### config.mk
export PLATFORM = sky130hd
export DESIGN_NAME = insn_encoder
export DESIGN_NICKNAME = d
export VERILOG_FILES = /design/src/rtl/insn_encoder_pkg.sv /design/src/rtl/insn_encoder_pack.sv /design/src/rtl/insn_encoder.sv
export SDC_FILE = /design/constraint.sdc
export NUM_CORES = 1
export LEC_CHECK = 0
export CAP_MARGIN = 20
export CORE_ASPECT_RATIO = 2
export CORE_UTILIZATION = 50
export CTS_CLUSTER_SIZE = 30
export DETAILED_ROUTE_END_ITERATION = 16
export DONT_BUFFER_PORTS = 1
export HOLD_SLACK_MARGIN = 0.15
export MAX_ROUTING_LAYER = met4
export PLACE_DENSITY = 0.74
export SLEW_MARGIN = 20
export SYNTH_ARGS = -nofsm -noshare
export SYNTH_HDL_FRONTEND = slang
export SYNTH_HIERARCHICAL = 1
export SYNTH_SLANG_ARGS = --single-unit
### constraint.sdc
create_clock -name clk_i -period 2.5 [get_ports clk_i]
set_clock_uncertainty 0.05 [all_clocks]
set_input_delay 0.25 -clock clk_i [delete_from_list [all_inputs] [get_ports clk_i]]
set_output_delay 0.25 -clock clk_i [all_outputs]
set_load 0.01 [all_outputs]
### src/rtl/insn_encoder_pkg.sv
// Shared constants for the RV32I field encoder: instruction format selects
// (also used as the decoder's ext_op select), major opcodes, and a helper
// for sign-uniformity tests on immediates.
package insn_encoder_pkg;

  // Format select encoding; 3'b110 and 3'b111 are reserved
  localparam logic [2:0] FMT_I = 3'b000;
  localparam logic [2:0] FMT_U = 3'b001;
  localparam logic [2:0] FMT_S = 3'b010;
  localparam logic [2:0] FMT_B = 3'b011;
  localparam logic [2:0] FMT_J = 3'b100;
  localparam logic [2:0] FMT_R = 3'b101;

  // RV32I major opcodes
  localparam logic [6:0] OP_LUI    = 7'b0110111;
  localparam logic [6:0] OP_AUIPC  = 7'b0010111;
  localparam logic [6:0] OP_JAL    = 7'b1101111;
  localparam logic [6:0] OP_JALR   = 7'b1100111;
  localparam logic [6:0] OP_BRANCH = 7'b1100011;
  localparam logic [6:0] OP_LOAD   = 7'b0000011;
  localparam logic [6:0] OP_STORE  = 7'b0100011;
  localparam logic [6:0] OP_IMM    = 7'b0010011;
  localparam logic [6:0] OP_REG    = 7'b0110011;
  localparam logic [6:0] OP_FENCE  = 7'b0001111;
  localparam logic [6:0] OP_SYSTEM = 7'b1110011;

  // True when bits [31:msb] of v are all ones or all zeros, i.e. v is a
  // correctly sign-extended (msb+1)-bit quantity.
  function automatic logic imm_uniform(input logic [31:0] v, input int unsigned msb);
    logic [31:0] mask;
    mask = 32'hFFFF_FFFF << msb;
    return ((v & mask) == mask) || ((v & mask) == 32'h0);
  endfunction

endpackage

### src/rtl/insn_encoder_pack.sv
// insn_pack: purely combinational packer from decoded RV32I fields to a
// 32-bit instruction word, plus an immediate range-violation flag.
// Macro IMM_RANGE_CHECK_EN enables the range check; otherwise the flag is 0
// and out-of-range immediates are silently truncated.
module insn_pack
  import insn_encoder_pkg::*;
(
  input  logic [2:0]  fmt_i,
  input  logic [6:0]  opcode_i,
  input  logic [2:0]  funct3_i,
  input  logic [6:0]  funct7_i,
  input  logic [4:0]  rd_i,
  input  logic [4:0]  rs1_i,
  input  logic [4:0]  rs2_i,
  input  logic [31:0] imm_i,
  output logic [31:0] word_o,
  output logic        range_err_o
);

  // Scatter fields into the word layout of the selected format; reserved
  // selects fall through to the R layout
  always_comb begin
    word_o = {funct7_i, rs2_i, rs1_i, funct3_i, rd_i, opcode_i};
    case (fmt_i)
      FMT_I: word_o = {imm_i[11:0], rs1_i, funct3_i, rd_i, opcode_i};
      FMT_U: word_o = {imm_i[31:12], rd_i, opcode_i};
      FMT_S: word_o = {imm_i[11:5], rs2_i, rs1_i, funct3_i, imm_i[4:0], opcode_i};
      FMT_B: word_o = {imm_i[12], imm_i[10:5], rs2_i, rs1_i, funct3_i,
                       imm_i[4:1], imm_i[11], opcode_i};
      FMT_J: word_o = {imm_i[20], imm_i[10:1], imm_i[11], imm_i[19:12],
                       rd_i, opcode_i};
      default: word_o = {funct7_i, rs2_i, rs1_i, funct3_i, rd_i, opcode_i};
    endcase
  end

`ifdef IMM_RANGE_CHECK_EN
  // Flag immediates that would lose information when packed
  always_comb begin
    range_err_o = 1'b0;
    case (fmt_i)
      FMT_I, FMT_S: range_err_o = !imm_uniform(imm_i, 11);
      FMT_B:        range_err_o = !imm_uniform(imm_i, 12) || imm_i[0];
      FMT_J:        range_err_o = !imm_uniform(imm_i, 20) || imm_i[0];
      FMT_U:        range_err_o = |imm_i[11:0];
      FMT_R:        range_err_o = 1'b0;
      default:      range_err_o = 1'b1;
    endcase
  end
`else
  assign range_err_o = 1'b0;
`endif

endmodule

### src/rtl/insn_encoder.sv
// insn_encoder: accepts decoded instruction fields over valid/ready, packs
// them into RV32I words and streams them to IMEM at consecutive word
// addresses through a single output register stage.
// Macro IMM_RANGE_CHECK_EN: out-of-range immediates are dropped and set a
// sticky err_o; when undefined err_o is tied low.
module insn_encoder
  import insn_encoder_pkg::*;
#(
  parameter int ADDR_W = 12,
  parameter int DEPTH  = 1024
) (
  input  logic                        clk_i,
  input  logic                        rst_n_i,
  input  logic                        start_i,
  input  logic                        stop_i,
  input  logic [ADDR_W-1:0]           base_addr_i,
  input  logic                        in_valid_i,
  output logic                        in_ready_o,
  input  logic [2:0]                  fmt_i,
  input  logic [6:0]                  opcode_i,
  input  logic [2:0]                  funct3_i,
  input  logic [6:0]                  funct7_i,
  input  logic [4:0]                  rd_i,
  input  logic [4:0]                  rs1_i,
  input  logic [4:0]                  rs2_i,
  input  logic [31:0]                 imm_i,
  output logic                        wr_en_o,
  input  logic                        wr_ready_i,
  output logic [ADDR_W-1:0]           wr_addr_o,
  output logic [31:0]                 wr_data_o,
  output logic [$clog2(DEPTH+1)-1:0]  count_o,
  output logic                        busy_o,
  output logic                        full_o,
  output logic                        err_o
);

  localparam int CW = $clog2(DEPTH+1);

  localparam logic [1:0] S_IDLE  = 2'd0;
  localparam logic [1:0] S_RUN   = 2'd1;
  localparam logic [1:0] S_DRAIN = 2'd2;
  localparam logic [1:0] S_FULL  = 2'd3;

  logic [1:0]        state_q, state_d;
  logic              wr_en_q, wr_en_d;
  logic [31:0]       wr_data_q, wr_data_d;
  logic [ADDR_W-1:0] addr_q, addr_d;
  logic [CW-1:0]     count_q, count_d;
  logic [CW-1:0]     acc_q, acc_d;     // words accepted for writing this session

  logic [31:0] packed_word;
  logic        range_err;
  logic        accept, good, complete, start_ok;

  insn_pack u_pack (
    .fmt_i       (fmt_i),
    .opcode_i    (opcode_i),
    .funct3_i    (funct3_i),
    .funct7_i    (funct7_i),
    .rd_i        (rd_i),
    .rs1_i       (rs1_i),
    .rs2_i       (rs2_i),
    .imm_i       (imm_i),
    .word_o      (packed_word),
    .range_err_o (range_err)
  );

  // Ready only in RUN, and only if the output register is empty or emptying
  assign in_ready_o = (state_q == S_RUN) && (!wr_en_q || wr_ready_i);
  assign accept     = in_valid_i && in_ready_o;
  assign good       = accept && !range_err;
  assign complete   = wr_en_q && wr_ready_i;
  assign start_ok   = (state_q == S_IDLE) && start_i;

  // Session control; a stop in the same cycle as an accept still takes the word
  always_comb begin
    state_d = state_q;
    case (state_q)
      S_IDLE:  if (start_i) state_d = S_RUN;
      S_RUN: begin
        if (stop_i)                                   state_d = S_DRAIN;
        else if (good && acc_q == CW'(DEPTH - 1))     state_d = S_FULL;
      end
      S_DRAIN: if (!wr_en_q) state_d = S_IDLE;
      S_FULL:  if (stop_i)   state_d = S_DRAIN;
      default: state_d = S_IDLE;
    endcase
  end

  // Output register, write address and counters; a completing write and a
  // new accept in one cycle reload the register at the advanced address
  always_comb begin
    wr_en_d   = wr_en_q;
    wr_data_d = wr_data_q;
    addr_d    = addr_q;
    count_d   = count_q;
    acc_d     = acc_q;
    if (start_ok) begin
      addr_d  = base_addr_i;
      count_d = '0;
      acc_d   = '0;
    end
    if (complete) begin
      wr_en_d = 1'b0;
      addr_d  = addr_q + ADDR_W'(4);
      if (count_q != CW'(DEPTH)) count_d = count_q + CW'(1);
    end
    if (good) begin
      wr_en_d   = 1'b1;
      wr_data_d = packed_word;
      acc_d     = acc_q + CW'(1);
    end
  end

  // State and datapath registers
  always_ff @(posedge clk_i or negedge rst_n_i) begin
    if (!rst_n_i) begin
      state_q   <= S_IDLE;
      wr_en_q   <= 1'b0;
      wr_data_q <= '0;
      addr_q    <= '0;
      count_q   <= '0;
      acc_q     <= '0;
    end else begin
      state_q   <= state_d;
      wr_en_q   <= wr_en_d;
      wr_data_q <= wr_data_d;
      addr_q    <= addr_d;
      count_q   <= count_d;
      acc_q     <= acc_d;
    end
  end

`ifdef IMM_RANGE_CHECK_EN
  logic err_q, err_d;

  // Sticky error: set by a rejected immediate, cleared by a new session
  always_comb begin
    err_d = err_q;
    if (start_ok)               err_d = 1'b0;
    if (accept && range_err)    err_d = 1'b1;
  end

  // Error flag register
  always_ff @(posedge clk_i or negedge rst_n_i) begin
    if (!rst_n_i) err_q <= 1'b0;
    else          err_q <= err_d;
  end

  assign err_o = err_q;
`else
  assign err_o = 1'b0;
`endif

  assign wr_en_o   = wr_en_q;
  assign wr_data_o = wr_data_q;
  assign wr_addr_o = addr_q;
  assign count_o   = count_q;
  assign busy_o    = (state_q != S_IDLE);
  assign full_o    = (state_q == S_FULL);

endmodule

Word level (Yosys, flattened, before mapping)
Cells that the tools add are included.
{"block": "op_classes", "n_addsub": 3, "n_eq_ne": 13, "n_mux": 16, "n_reduce_logical": 14}
{"operator": "case mux 32 bit (5 select lines)", "count": 1}
{"operator": "2-to-1 mux 11 bit", "count": 5}
{"operator": "2-to-1 mux 12 bit", "count": 2}
{"operator": "adder 11 x 1 -> 11 bit (second input constant)", "count": 2}
{"operator": "adder 12 x 3 -> 12 bit (second input constant)", "count": 1}
{"operator": "== test 11 x 10 -> 1 bit (second input constant)", "count": 1}
{"operator": "inequality test 11 bit (second input constant)", "count": 1}
{"operator": "2-to-1 mux 2 bit", "count": 5}
{"operator": "case mux 2 bit (4 select lines)", "count": 1}
{"operator": "nonzero test 2 bit", "count": 4}
{"operator": "== test 3 x 2 -> 1 bit (second input constant)", "count": 2}
{"operator": "inequality test 2 bit (second input constant)", "count": 3}
{"operator": "logical AND 1 bit", "count": 5}
{"operator": "== test 2 bit (second input constant)", "count": 2}
{"operator": "AND reduction 4 bit", "count": 1}
{"operator": "== test 3 x 1 -> 1 bit (second input constant)", "count": 1}
{"operator": "== test 3 bit (second input constant)", "count": 1}
{"operator": "zero test 3 bit", "count": 1}
{"operator": "inequality test 3 x 2 -> 1 bit (second input constant)", "count": 1}
{"operator": "== test 2 x 1 -> 1 bit (second input constant)", "count": 1}
{"operator": "zero test 2 bit", "count": 1}
{"operator": "2-to-1 mux 1 bit", "count": 2}
{"operator": "zero test 1 bit", "count": 1}
{"operator": "logical OR 1 bit", "count": 1}
{"block": "totals", "reg_bits": 69, "inputBits": 85, "elab_cells": 52}

Longest topological paths before layout
{"block": "depth", "word_depth": 8, "ltp_mapped": 7}

Cells and area by module
Netlist, hierarchy kept.
{"module": "insn_encoder", "instances": 1, "cells_each": 284, "area_each_um2": 3203.1}
{"module": "insn_pack", "instances": 1, "cells_each": 103, "area_each_um2": 694.4}

Least setup slack after synthesis
OpenSTA, ideal clock, no wires.
{"block": "synth_timing", "path_type": "register -> register", "start": "reg count_q[0], in the netlist count_o[0]", "end": "reg count_q[7], in the netlist count_o[7]", "arrival_time_ns": 1.879, "required_time_ns": 2.363, "setup_slack_ns": 0.484, "stages_incl_launch_ff": 8, "path_cell_list": "dfrtp_1 > inv_1 > ha_1 > or4b_1 > o41ai_4 > buf_6 > nand3_1 > o211ai_1"}
{"block": "synth_via", "elab_chain_cells": 3}
{"item": "start, declared", "line": "insn_encoder.sv:48", "rtl": "logic [CW-1:0] count_q, count_d;"}
{"item": "start signal, assigned", "line": "insn_encoder.sv:129", "rtl": "count_q <= count_d;"}
{"item": "adder 11 x 1 -> 11 bit / inequality test 11 bit (equally long branches)", "line": "insn_encoder.sv:106", "rtl": "if (count_q != CW'(DEPTH)) count_d = count_q + CW'(1);"}
{"item": "2-to-1 mux 11 bit *", "line": "insn_encoder.sv:106"}
{"item": "2-to-1 mux 11 bit *", "line": "insn_encoder.sv:103", "rtl": "if (complete) begin"}
{"item": "named net count_d[7]", "line": "insn_encoder.sv:48"}
Mark *: on every way through the listed nets, which the timed path passes. The rest lies on a longest branch.
A chain may end at the register's enable or synchronous reset.

Worst setup path after layout
{"block": "layout_timing", "start": "reg count_q[4], in the netlist count_o[4]", "end": "reg count_q[2], in the netlist count_o[2]"}
{"block": "layout_via", "elab_chain_cells": 3}
{"item": "inequality test 11 bit", "line": "insn_encoder.sv:106"}
{"item": "2-to-1 mux 11 bit", "line": "insn_encoder.sv:106"}
{"item": "2-to-1 mux 11 bit", "line": "insn_encoder.sv:103"}
{"item": "named net count_d[2]", "line": "insn_encoder.sv:48"}
The timed path passes the listed nets, and every way through them passes these cells.

==> flow_metrics.py <==
metrics = {
    "cells_and_area": {
        "layout.nets": 507,
        "fillers": 647,
        "syn_to_final_growth_pct": 18.7,
        "post_route_cells_drive_above_1_share_pct": 20.2,
        "n_antenna_cell": 0,
    },
    "yosys": {
        "yosys_warnings": 6,
        "yosys.area_share.simple_pct": 18.5,
        "synth_xor_area_share_pct": 0.225,
        "synth_ff_type": "dfrtp_1",
        "synth-seq-cells": 69,
        "syn-instance-count": 387,
        "synth_fp_nets": 476,
        "postSynthAreaPerCell_um2": 10.1,
        "synth_compound_area_share_pct": 12.8,
        "async_flop_share_pct": 100,
        "synth_edf_count": 0,
        "synthMuxAreaShare_pct": 17.5,
        "synth_area_um2": 3900,
        "synthAdderAreaFrac_pct": 1.28,
        "synth_seq_area_share_pct": 44.3,
        "synth_cell_type_count": 55,
        "synth_top_family_by_area": "simple AND/OR/NAND/NOR gates",
    },
    "worst_hold_path": {
        "hold_class": "input pin to flop",
        "min_path_cells": 2,
    },
    "die": {
        "dieArea_um2": 8170,
        "coreArea_um2": 7540,
        "row_count": 45,
        "start_util_pct": 51.7,
        "dieWidth_um": 64.4,
        "die-height_um": 127,
        "ios": 145,
    },
    "worst_setup_path": {
        "startpoint_type": "flop",
        "critPathKind": "flop to flop",
        "cp_num_cells": 5,
        "cp.arrival_ps": 2380,
        "critPathMaxStageDelay_ps": 590,
        "slowest_stage": "or4_4",
        "cp_max_fo": 15,
        "rr_worst_depth": 5,
        "cp.buffers_inverters": 1,
        "cp.required_ps": 2690,
        "cp_top_family": "simple AND/OR/NAND/NOR gates",
        "path_cells": "or4_4 -> o41ai_4 -> buf_4 -> mux2i_1 -> o2bb2ai_1",
        "crit_path_end_kind": "flop",
    },
    "global_route": {
        "grt_pass1_vias": 3098,
        "grt_usage_pct": 23.5,
        "antenna_found_initial": 0,
        "grt_max_degree": 70,
        "grt_pass1_wl_um": 14300,
        "overflow": 0,
    },
    "routing": {
        "drc_errors": 0,
        "firstDrtPassIters": 4,
        "num_vias": 3103,
        "wl_per_cell_um": 18.1,
        "vias_per_cell": 6.03,
        "drt_wl_total_um": 9320,
        "first_iter_violations": 64,
        "ant_nets": 0,
    },
    "clock_network": {
        "cts_made_buffers": 9,
        "clkSinkCount": 69,
        "clock_path_buffers": 2,
        "h-tree-depth": 3,
        "clkSlewWorstSetupHoldPaths_ps": 50,
        "cts_root_buf": "clkbuf_16",
        "cts_tree": "yes",
        "cts_resized": 0,
        "insertion_delay_ps": 320,
    },
    "status": {
        "status": "complete, no violations",
    },
    "power": {
        "power_mw": 4.48,
        "peakVddDrop_uv": 687,
        "p_leak_nw": 1.94,
        "p_per_area_nw_per_um2": 968,
    },
    "place": {
        "gp_congestion": 0.843,
        "hpwl_um": 6520,
        "io_buffers": 0,
    },
    "timing": {
        "fin_crit_sh_pct": 87.4,
        "fmaxAchievable_mhz": 458,
        "layout_min_cycle_time_ps": 2180,
        "finalSetupViolations": 0,
        "slew_violations": 0,
        "rsz0062_at_grt": "false",
        "tns_ps": 0,
        "hold_violations": 0,
    },
    "job": {
        "drv_cap": 0,
    },
}
stage by stage:
step | setup WS, ps | util (%) | hold WS (ps) | instances | area, µm²
4_1_cts | 339 | 60.8 | 150 | 511 | 4580
3_5_place_dp | 345 | 52.1 | -94.6 | 462 | 3930
5_1_grt | 207 | 61.3 | 161 | 515 | 4620
2_1_floorplan | 484 | - | -95.6 | 387 | 3900
3_3_place_gp | 406 | 52.1 | -94.4 | 462 | 3930
6_report | 316 | 61.3 | 160 | 515 | 4620
power breakdown:
part           internal [mW]  switching (mW)
logic                  0.606           0.592
registers               1.52           0.537
clock network          0.785           0.431
synthesized netlist by cell type (all sizes together), types with 3 or more instances:
master	count	area, µm²
nand2	32	120
o211ai	3	22.5
nand2b	7	51.3
inv	9	33.8
ha	4	50.1
nand4	6	37.5
o32ai	4	35.0
buf	21	143
nor2b	7	43.8
dfrtp	69	1730
a21oi	14	81.3
nor3	9	45.0
a221o	6	60.1
and2	3	18.8
o21ai	13	65.1
a211oi	3	22.5
o31ai	3	22.5
or4	3	26.3
o22a	6	52.6
clkbuf	7	26.3
mux2	49	552
nor2	43	161
o22ai	3	18.8
mux2i	13	130
nand3	19	95.1
or3	5	35.0
final timing paths:
path / slack, ps / from / end
max: 320 / count_o[4] / count_o[2]
min: 160 / imm_i[1] / wr_data_o[8]
max reg2reg: 320 / count_o[4] / count_o[2]
min reg2reg: 420 / acc_q[9] / acc_q[9]
max in group asynchronous: 1690 / rst_n_i / acc_q[5]
min in group asynchronous: 430 / rst_n_i / wr_addr_o[6]
state kept, by name (all words and copies together) (netlist names):
register,count
wr_en_o,1
acc_q,11
wr_addr_o,12
wr_data_o,32
count_o,11
state_q,2
final cells by class:
type                    count  area (µm²)  area share (%)
inverters                   9        33.8           0.731
flip-flops and latches     69        1730            37.3
clock inverters             4        50.0            1.08
repair buffers             48         488            10.6
well taps                  94         118            2.54
multi-input cells         281        1970            42.6
clock buffers              10         239            5.17
layout by cell type (no fill, tap or decap), types with 11 or more instances in the layout:
| cell | synthesis | final |
|---|---|---|
| dlygate4sd3_1 | 0 | 38 |
| o21ai_0 | 11 | 11 |
| mux2i_1 | 13 | 13 |
| dfrtp_1 | 69 | 69 |
| mux2_2 | 48 | 48 |
| nor2_1 | 43 | 43 |
| nand2_1 | 32 | 32 |
| a21oi_1 | 13 | 13 |
| nand3_1 | 19 | 19 |
cells by family after synthesis:
| logic type | after synthesis |
|---|---|
| DFF | 69 |
| xor gates and xnor gates | 1 |
| adders and majority gates | 4 |
| AOI/OAI and AO/OA | 67 |
| other | 2 |
| buffers and inverters | 37 |
| muxes | 62 |
| and+or+nand+nor | 145 |
what timing repair did:
action,CTS,global route
endpoints found under the hold margin,99,2
hold buffers,35,4
buffers inserted,0,0
per-layer routing:
| layer | GRT usage (%) | up-vias | part of all wire [%] |
|---|---|---|---|
| met5 | - | - | 0 |
| met4 | 10.7 | 0 | 1.9 |
| met3 | 6.56 | 15 | 6.5 |
| met2 | 43.8 | 127 | 58 |
| met1 | 21.2 | 1515 | 34 |
| li1 | - | 1446 | - |
worst reg2reg max path: cells and delay by family (launching register included):
family                 cells  cell delay, ps
AOI/OAI and AO/OA          2             490
DFF                        1             500
muxes                      1             210
buffers and inverters      1             270
and+or+nand+nor            1             600
Power figures use the tool's default switching activity.
